File: src/rtl/fetch_pkg.sv
// Shared types and defaults for the instruction fetch sequencer.
package fetch_pkg;

  localparam logic [31:0] RESET_PC_DEFAULT   = 32'h0000_0000;
  localparam logic [31:0] EXC_VECTOR_DEFAULT = 32'h0000_0080;

  typedef enum logic [1:0] {
    ST_BOOT,
    ST_FETCH,
    ST_WAIT_SPACE
  } fetch_state_e;

  typedef enum logic [1:0] {
    REDIR_NONE,
    REDIR_EXC,
    REDIR_BR,
    REDIR_JMP
  } redir_src_e;

  typedef struct packed {
    logic [31:0] instr;
    logic [31:0] pc;
  } fetch_entry_t;

  function automatic logic [31:0] word_align(input logic [31:0] addr);
    return {addr[31:2], 2'b00};
  endfunction

endpackage

File: src/rtl/fetch_fifo.sv
// Two-entry instruction buffer between the fetch FSM and decode.
module fetch_fifo
  import fetch_pkg::*;
(
  input  logic         clk,
  input  logic         rst_n,
  input  logic         push_i,
  input  fetch_entry_t push_data_i,
  input  logic         pop_i,
  input  logic         flush_i,
  output logic         full_o,
  output logic         empty_o,
  output fetch_entry_t head_o
);

  fetch_entry_t mem_q [2];
  logic         wr_q;
  logic         rd_q;
  logic [1:0]   count_q;
  logic         do_push;
  logic         do_pop;

  assign full_o  = (count_q == 2'd2);
  assign empty_o = (count_q == 2'd0);
  assign head_o  = mem_q[rd_q];

  always_comb begin
    do_pop  = pop_i && !empty_o;
    do_push = push_i && (!full_o || do_pop);
  end

  always_ff @(posedge clk or negedge rst_n) begin
    if (!rst_n) begin
      mem_q   <= '{default: '0};
      wr_q    <= 1'b0;
      rd_q    <= 1'b0;
      count_q <= '0;
    end else if (flush_i) begin
      wr_q    <= 1'b0;
      rd_q    <= 1'b0;
      count_q <= '0;
    end else begin
      if (do_push) begin
        mem_q[wr_q] <= push_data_i;
        wr_q        <= ~wr_q;
      end
      if (do_pop) begin
        rd_q <= ~rd_q;
      end
      case ({do_push, do_pop})
        2'b10:   count_q <= count_q + 2'd1;
        2'b01:   count_q <= count_q - 2'd1;
        default: count_q <= count_q;
      endcase
    end
  end

endmodule

File: src/rtl/fetch_sequencer.sv
// Instruction fetch sequencer: credit-limited memory requests, redirects
// with squash of in-flight data, and a 2-entry buffer toward decode.
module fetch_sequencer
  import fetch_pkg::*;
#(
  parameter logic [31:0] RESET_PC   = RESET_PC_DEFAULT,
  parameter logic [31:0] EXC_VECTOR = EXC_VECTOR_DEFAULT
) (
  input  logic        clk,
  input  logic        reset,
  output logic        imem_req,
  output logic [31:0] imem_addr,
  input  logic        imem_ack,
  input  logic [31:0] imem_rdata,
  input  logic        exc,
  input  logic        br_taken,
  input  logic [31:0] br_target,
  input  logic        jmp,
  input  logic [31:0] jmp_target,
  output logic        instr_valid,
  input  logic        instr_ready,
  output logic [31:0] instr,
  output logic [31:0] instr_pc
);

  fetch_state_e state_q, state_d;
  logic [31:0]  pc_q, pc_d;
  logic [31:0]  hold_q, hold_d;
  logic         squash_q, squash_d;

  redir_src_e   redir_src;
  logic         redirect;
  logic [31:0]  redir_tgt;

  logic         fifo_push;
  logic         fifo_pop;
  logic         fifo_flush;
  logic         fifo_full;
  logic         fifo_empty;
  fetch_entry_t fifo_head;
  fetch_entry_t fifo_wdata;
  logic         fills_last;

  fetch_fifo u_fifo (
    .clk         (clk),
    .rst_n       (reset),
    .push_i      (fifo_push),
    .push_data_i (fifo_wdata),
    .pop_i       (fifo_pop),
    .flush_i     (fifo_flush),
    .full_o      (fifo_full),
    .empty_o     (fifo_empty),
    .head_o      (fifo_head)
  );

  assign instr_valid = !fifo_empty;
  assign instr       = fifo_head.instr;
  assign instr_pc    = fifo_head.pc;
  assign fifo_pop    = instr_valid && instr_ready;
  assign fifo_wdata  = '{instr: imem_rdata, pc: pc_q};
  // While squashing, the bus must keep showing the abandoned address until ack.
  assign imem_addr   = squash_q ? hold_q : pc_q;

  always_comb begin
    redir_src = REDIR_NONE;
    if (exc) begin
      redir_src = REDIR_EXC;
    end else if (br_taken) begin
      redir_src = REDIR_BR;
    end else if (jmp) begin
      redir_src = REDIR_JMP;
    end
    redirect = (redir_src != REDIR_NONE);
    case (redir_src)
      REDIR_EXC: redir_tgt = word_align(EXC_VECTOR);
      REDIR_BR:  redir_tgt = word_align(br_target);
      REDIR_JMP: redir_tgt = word_align(jmp_target);
      default:   redir_tgt = pc_q;
    endcase
  end

  // Occupancy after this cycle's push would reach two entries.
  assign fills_last = (fifo_full && fifo_pop) ||
                      (!fifo_empty && !fifo_full && !fifo_pop);

  always_comb begin
    state_d    = state_q;
    pc_d       = pc_q;
    hold_d     = hold_q;
    squash_d   = squash_q;
    imem_req   = 1'b0;
    fifo_push  = 1'b0;
    fifo_flush = 1'b0;

    case (state_q)
      ST_BOOT: begin
        state_d = ST_FETCH;
      end
      ST_FETCH: begin
        imem_req = 1'b1;
        if (imem_ack) begin
          if (squash_q) begin
            squash_d = 1'b0;
          end else if (!redirect) begin
            fifo_push = 1'b1;
            pc_d      = pc_q + 32'd4;
            if (fills_last) begin
              state_d = ST_WAIT_SPACE;
            end
          end
        end else if (redirect && !squash_q) begin
          squash_d = 1'b1;
          hold_d   = pc_q;
        end
      end
      ST_WAIT_SPACE: begin
        if (redirect || fifo_pop) begin
          state_d = ST_FETCH;
        end
      end
      default: begin
        state_d = ST_BOOT;
      end
    endcase

    if (redirect) begin
      fifo_flush = 1'b1;
      pc_d       = redir_tgt;
    end
  end

  always_ff @(posedge clk or negedge reset) begin
    if (!reset) begin
      state_q  <= ST_BOOT;
      pc_q     <= RESET_PC;
      hold_q   <= '0;
      squash_q <= 1'b0;
    end else begin
      state_q  <= state_d;
      pc_q     <= pc_d;
      hold_q   <= hold_d;
      squash_q <= squash_d;
    end
  end

endmodule

File: config.mk
export PLATFORM = sky130hd
export DESIGN_NAME = fetch_sequencer
export DESIGN_NICKNAME = d
export VERILOG_FILES = /design/src/rtl/fetch_pkg.sv /design/src/rtl/fetch_fifo.sv /design/src/rtl/fetch_sequencer.sv
export SDC_FILE = /design/constraint.sdc
export NUM_CORES = 1
export LEC_CHECK = 0
export CORE_MARGIN = 3
export CORE_UTILIZATION = 47
export DETAILED_ROUTE_END_ITERATION = 10
export GPL_ROUTABILITY_DRIVEN = 0
export PLACE_DENSITY = 0.88
export RECOVER_POWER = 25
export SYNTH_ARGS = -nofsm -noshare
export SYNTH_HDL_FRONTEND = slang
export SYNTH_SLANG_ARGS = --single-unit
File: constraint.sdc
create_clock -name clk -period 2 [get_ports clk]
set_input_delay 0.3 -clock clk [delete_from_list [all_inputs] [get_ports clk]]
set_output_delay 0.3 -clock clk [all_outputs]
set_load 0.1 [all_outputs]
==> qor_table.md <==
| Item | This run | Unit |
|---|---|---|
| Result of the run | complete, but fails checks | - |
| Violations in the final reports | setup timing | - |
| Initial antenna violation count | 0 | - |
| Final wirelength | 28280 | µm |
| Diodes inserted | 0 | - |
| Internal power | 8.890 | mW |
| Most frequent cells after synthesis | 202 x sky130_fd_sc_hd__mux2_2, 191 x sky130_fd_sc_hd__dfrtp_1, 45 x sky130_fd_sc_hd__nor2_1, 32 x sky130_fd_sc_hd__mux2_4, 30 x sky130_fd_sc_hd__clkbuf_1 | - |
| Layout cells sized above 1 | 46.53 | % |
| Worst slew margin | 20.17 | % |
| Worst-Skew Late Latency | 0.43 | ns |
| Setup Viol. Count Final | 1 | - |
| Via count of the first global-routing pass | 8082 | - |
| Max-slew violation total from the final report | 0 | - |
| Sequential element share of the synthesized area | 49.92 | % |
| Share of flip-flops with an asynchronous set or reset after synthesis | 100.0 | % |
| Crit-path max cell delay | 0.44 | ns |
| Fin worst setup slack | -0.01989 | ns |
| Endpoint arrival time on the critical path | 2.31 | ns |
| Level count of the clock H-tree | 4 | - |
| Startpoint class of the critical path | register | - |
| Dominant cell by count in the synthesized netlist | sky130_fd_sc_hd__mux2_2 | - |
| Data required time at the worst endpoint | 2.29 | ns |
| Crit Path Max Fanout | 5 | - |
| Part of the cycle the worst path needs | 101.0 | % |
| XOR/XNOR Fraction of Synth Area | 0.9147 | % |
| Yosys top cell area share | 49.92 | % |
| YS warnings | 0 | - |
| Placed cell areas | 13330 | µm² |
| Number of max-capacitance violations reported | 0 | - |
| Clock tree sinks | 191 | - |
| Top-level port count | 201 | - |
| RSZ-0062 raised after global routing | true | - |
| Psw | 5.327 | mW |
| Violation count after the first detailed-routing iteration | 718 | - |
| Post-synthesis cell count | 779 | - |
| Per-instance average area after synthesis | 12.29 | µm² |
| Highest achievable clock rate | 495.1 | MHz |
| Leakage component of the power | 6.549 | nW |
| Kind of capture point of the worst setup path | register | - |
| Die ar. | 22120 | µm² |
| Worst-case clock buffer depth | 2 | - |
| Cell at the root of the clock tree | sky130_fd_sc_hd__clkbuf_16 | - |
| Die X | 148.7 | µm |
| Pin count of the biggest net entering global routing | 50 | - |
| Final layout net count | 1129 | - |
| First-pass iteration count of the detailed router | 6 | - |
| Number of placement rows | 51 | - |
| Share of synthesized cell area in and, or, nand and nor gates | 8.036 | % |
| Dominant cell type by area after synthesis | sky130_fd_sc_hd__dfrtp_1 | - |
| First-pass GRT wire length | 43660 | µm |
| Power per Cell Area | 1010 | nW/µm² |
| Comb pwr share | 41.5 | % |
| Switching Fraction | 37.47 | % |
| Total negative slack | -0.01989 | ns |
| Worst Skew | 0.006485 | ns |
| Series of cell instances along the critical path | nand4bb_4 > buf_4 > nor4_2 > xor2_1 > a222oi_1 > nor2_1 | - |
| Worst hold-check slack | 0.4809 | ns |
| TritonCTS clock tree | yes | - |
| Main combinational cell family by area after synthesis | multiplexers | - |
| Pin slew with the least headroom to its limit | 1.197 | ns |
| Synth Area in Compound Gates | 7.984 | % |
| Number of cell instances on the worst register-to-register path | 6 | - |
| CTS Buf Count | 17 | - |
| Peak VDD IR | 0.5994 | mV |
| Number of synthesized flops with an enable pin | 0 | - |
| Buffers on Ports | 192 | - |
| Crit path time final | 2.020 | ns |
| Number of vias per cell after detailed routing | 5.919 | - |
| CTS clock-pin slew for the worst setup and hold paths | 0.07 | ns |
| Post-DR wirelength/cell | 21.73 | µm |
| Placeable core area | 19720 | µm² |
| Unique cell type count in the Yosys netlist | 65 | - |
| Overall die height | 148.7 | µm |
| DRC violations left | 0 | - |
| Leading register cell type out of synthesis | sky130_fd_sc_hd__dfrtp_1 | - |
| Post-layout util | 71.41 | % |
| Hold Path Class | reg2reg | - |
| Initial cell density of the core | 48.56 | % |
| Slowest CP cell | sky130_fd_sc_hd__a222oi_1 | - |
| Post-detailed-route count of antenna-violating nets | 0 | - |
| Dpl hpwl | 19800 | µm |
| Top cells by area in the synthesized netlist | sky130_fd_sc_hd__dfrtp_1 50%, sky130_fd_sc_hd__mux2_2 24%, sky130_fd_sc_hd__mux2_4 5.0%, sky130_fd_sc_hd__nor2_1 1.8%, sky130_fd_sc_hd__a21oi_1 1.2% | - |
| Hold Fails Final Rpt | 0 | - |
| Hold Crit Depth | 2 | - |
| Mux contribution to synthesized area | 28.98 | % |
| Number of synthesized register bits | 191 | - |
| GRT Overall Usage | 25.04 | % |
| Summed area of non-filler cells in the final layout | 14080 | µm² |
| Cell area after synthesis | 9575 | µm² |
| Total via count in the routed design | 7700 | - |
| Clock share of power | 26.6 | % |
| Share of synthesized cell area in full adder, half adder and majority cells | 0.1307 | % |
| Global route overflow | 0 | - |
| Critical setup path kind | reg2reg | - |
| Seq pwr share | 31.9 | % |
| Synth-to-layout area growth | 47.04 | % |
==> final timing paths <==
path                                       start          endpoint  slack, ns
worst max-delay path                    squash_q          pc_q[11]      -0.02
worst min-delay path            u_fifo.mem_q[94]  u_fifo.mem_q[94]       0.48
worst max register to register          squash_q          pc_q[11]      -0.02
worst min register to register  u_fifo.mem_q[94]  u_fifo.mem_q[94]       0.48
max in group asynchronous                  reset        hold_q[21]       0.31
min in group asynchronous                  reset  u_fifo.mem_q[58]       0.66
==> power groups by stage <==
stage               logic (mW)  registers [mW]  clock network [mW]
detailed placement        5.89            4.59                   0
finish                    5.90            4.54                3.78
floorplan                 3.65            4.51                   0
global placement          5.80            4.56                   0
CTS                       5.92            4.53                3.81
global route              6.07            4.59                3.97
==> worst max-delay path: cells and delay by family (launching register included) <==
kind | cells | cell delay [ns]
simple gates | 3 | 0.71
xor+xnor | 1 | 0.11
compound gates | 1 | 0.44
buf+inv | 1 | 0.20
flops | 1 | 0.43
==> layout make-up <==
class	count	area, µm²
flip-flops and latches	191	4782
clock buffers	21	470.5
inverters	9	33.78
well taps	265	331.6
fillers	1227	5638
clock inverters	9	181.4
repair buffers	291	3742
multi-input cells	515	4538
==> logic make-up (layout without fill, tap and decap cells) <==
family / count (synthesis) / count (layout)
other: 1 / 4
AOI/OAI and AO/OA: 114 / 114
buffers and inverters: 76 / 330
xor gates and xnor gates: 10 / 10
DFF: 191 / 191
and+or+nand+nor: 150 / 150
muxes: 236 / 236
adders and majority gates: 1 / 1
==> layout by cell type (no fill, tap or decap), types with 4 or more instances in the layout <==
cell type | Yosys | layout
sky130_fd_sc_hd__mux2_2 | 202 | 199
sky130_fd_sc_hd__dfrtp_1 | 191 | 189
sky130_fd_sc_hd__buf_12 | 0 | 103
sky130_fd_sc_hd__clkdlybuf4s50_1 | 0 | 97
sky130_fd_sc_hd__buf_4 | 9 | 84
sky130_fd_sc_hd__nor2_1 | 45 | 45
sky130_fd_sc_hd__mux2_4 | 32 | 35
sky130_fd_sc_hd__nand2_1 | 29 | 29
sky130_fd_sc_hd__a21oi_1 | 23 | 23
sky130_fd_sc_hd__o21ai_0 | 22 | 18
sky130_fd_sc_hd__clkbuf_16 | 0 | 18
sky130_fd_sc_hd__nand3_1 | 18 | 15
sky130_fd_sc_hd__a22oi_1 | 13 | 13
sky130_fd_sc_hd__nand4_1 | 12 | 12
sky130_fd_sc_hd__o22ai_1 | 11 | 11
sky130_fd_sc_hd__nor3_1 | 11 | 9
sky130_fd_sc_hd__xor2_1 | 8 | 8
sky130_fd_sc_hd__inv_1 | 7 | 7
sky130_fd_sc_hd__a211oi_1 | 7 | 6
sky130_fd_sc_hd__a31oi_1 | 5 | 5
sky130_fd_sc_hd__and3_1 | 5 | 5
sky130_fd_sc_hd__bufinv_16 | 0 | 5
sky130_fd_sc_hd__o22a_1 | 4 | 4
sky130_fd_sc_hd__nor4_1 | 6 | 4
sky130_fd_sc_hd__a22o_1 | 4 | 4
sky130_fd_sc_hd__o21ai_1 | 0 | 4
sky130_fd_sc_hd__conb_1 | 1 | 4
==> routing by layer <==
metal / part of all wire (%) / up-vias / global-route usage [%]
li1: - / 3330 / -
met1: 40 / 3820 / 32.57
met2: 49 / 448 / 41.51
met3: 8.2 / 102 / 5.166
met4: 3.3 / 0 / 9.657
met5: 0 / - / 0
==> flip-flops by register name, summed over array words and instances (netlist names) <==
| signal | cells |
|---|---|
| squash_q | 1 |
| u_fifo.rd_q | 1 |
| u_fifo.mem_q | 124 |
| pc_q | 30 |
| hold_q | 30 |
| u_fifo.count_q | 2 |
| u_fifo.wr_q | 1 |
| state_q | 2 |
==> metrics by stage <==
stage | setup slack, ns | power [mW] | std cells
2_1_floorplan | -0.4627 | 8.166 | 782
3_3_place_gp | -0.3120 | 10.36 | 1266
3_5_place_dp | -0.3098 | 10.48 | 1266
4_1_cts | -0.009361 | 14.26 | 1297
5_1_grt | -0.05665 | 14.62 | 1301
6_report | -0.01989 | 14.22 | 1301
==> repair_timing <==
item / 4_1_cts / 5_1_grt
gates cloned: 0 / 1
hold endpoints to repair: 44 / 0
resized for setup: 3 / 11
pin swaps: 0 / 3
hold buffers: 1 / 0
buffers inserted: 0 / 3
setup endpoints to repair: 14 / 76
Power figures use the tool's default switching activity.
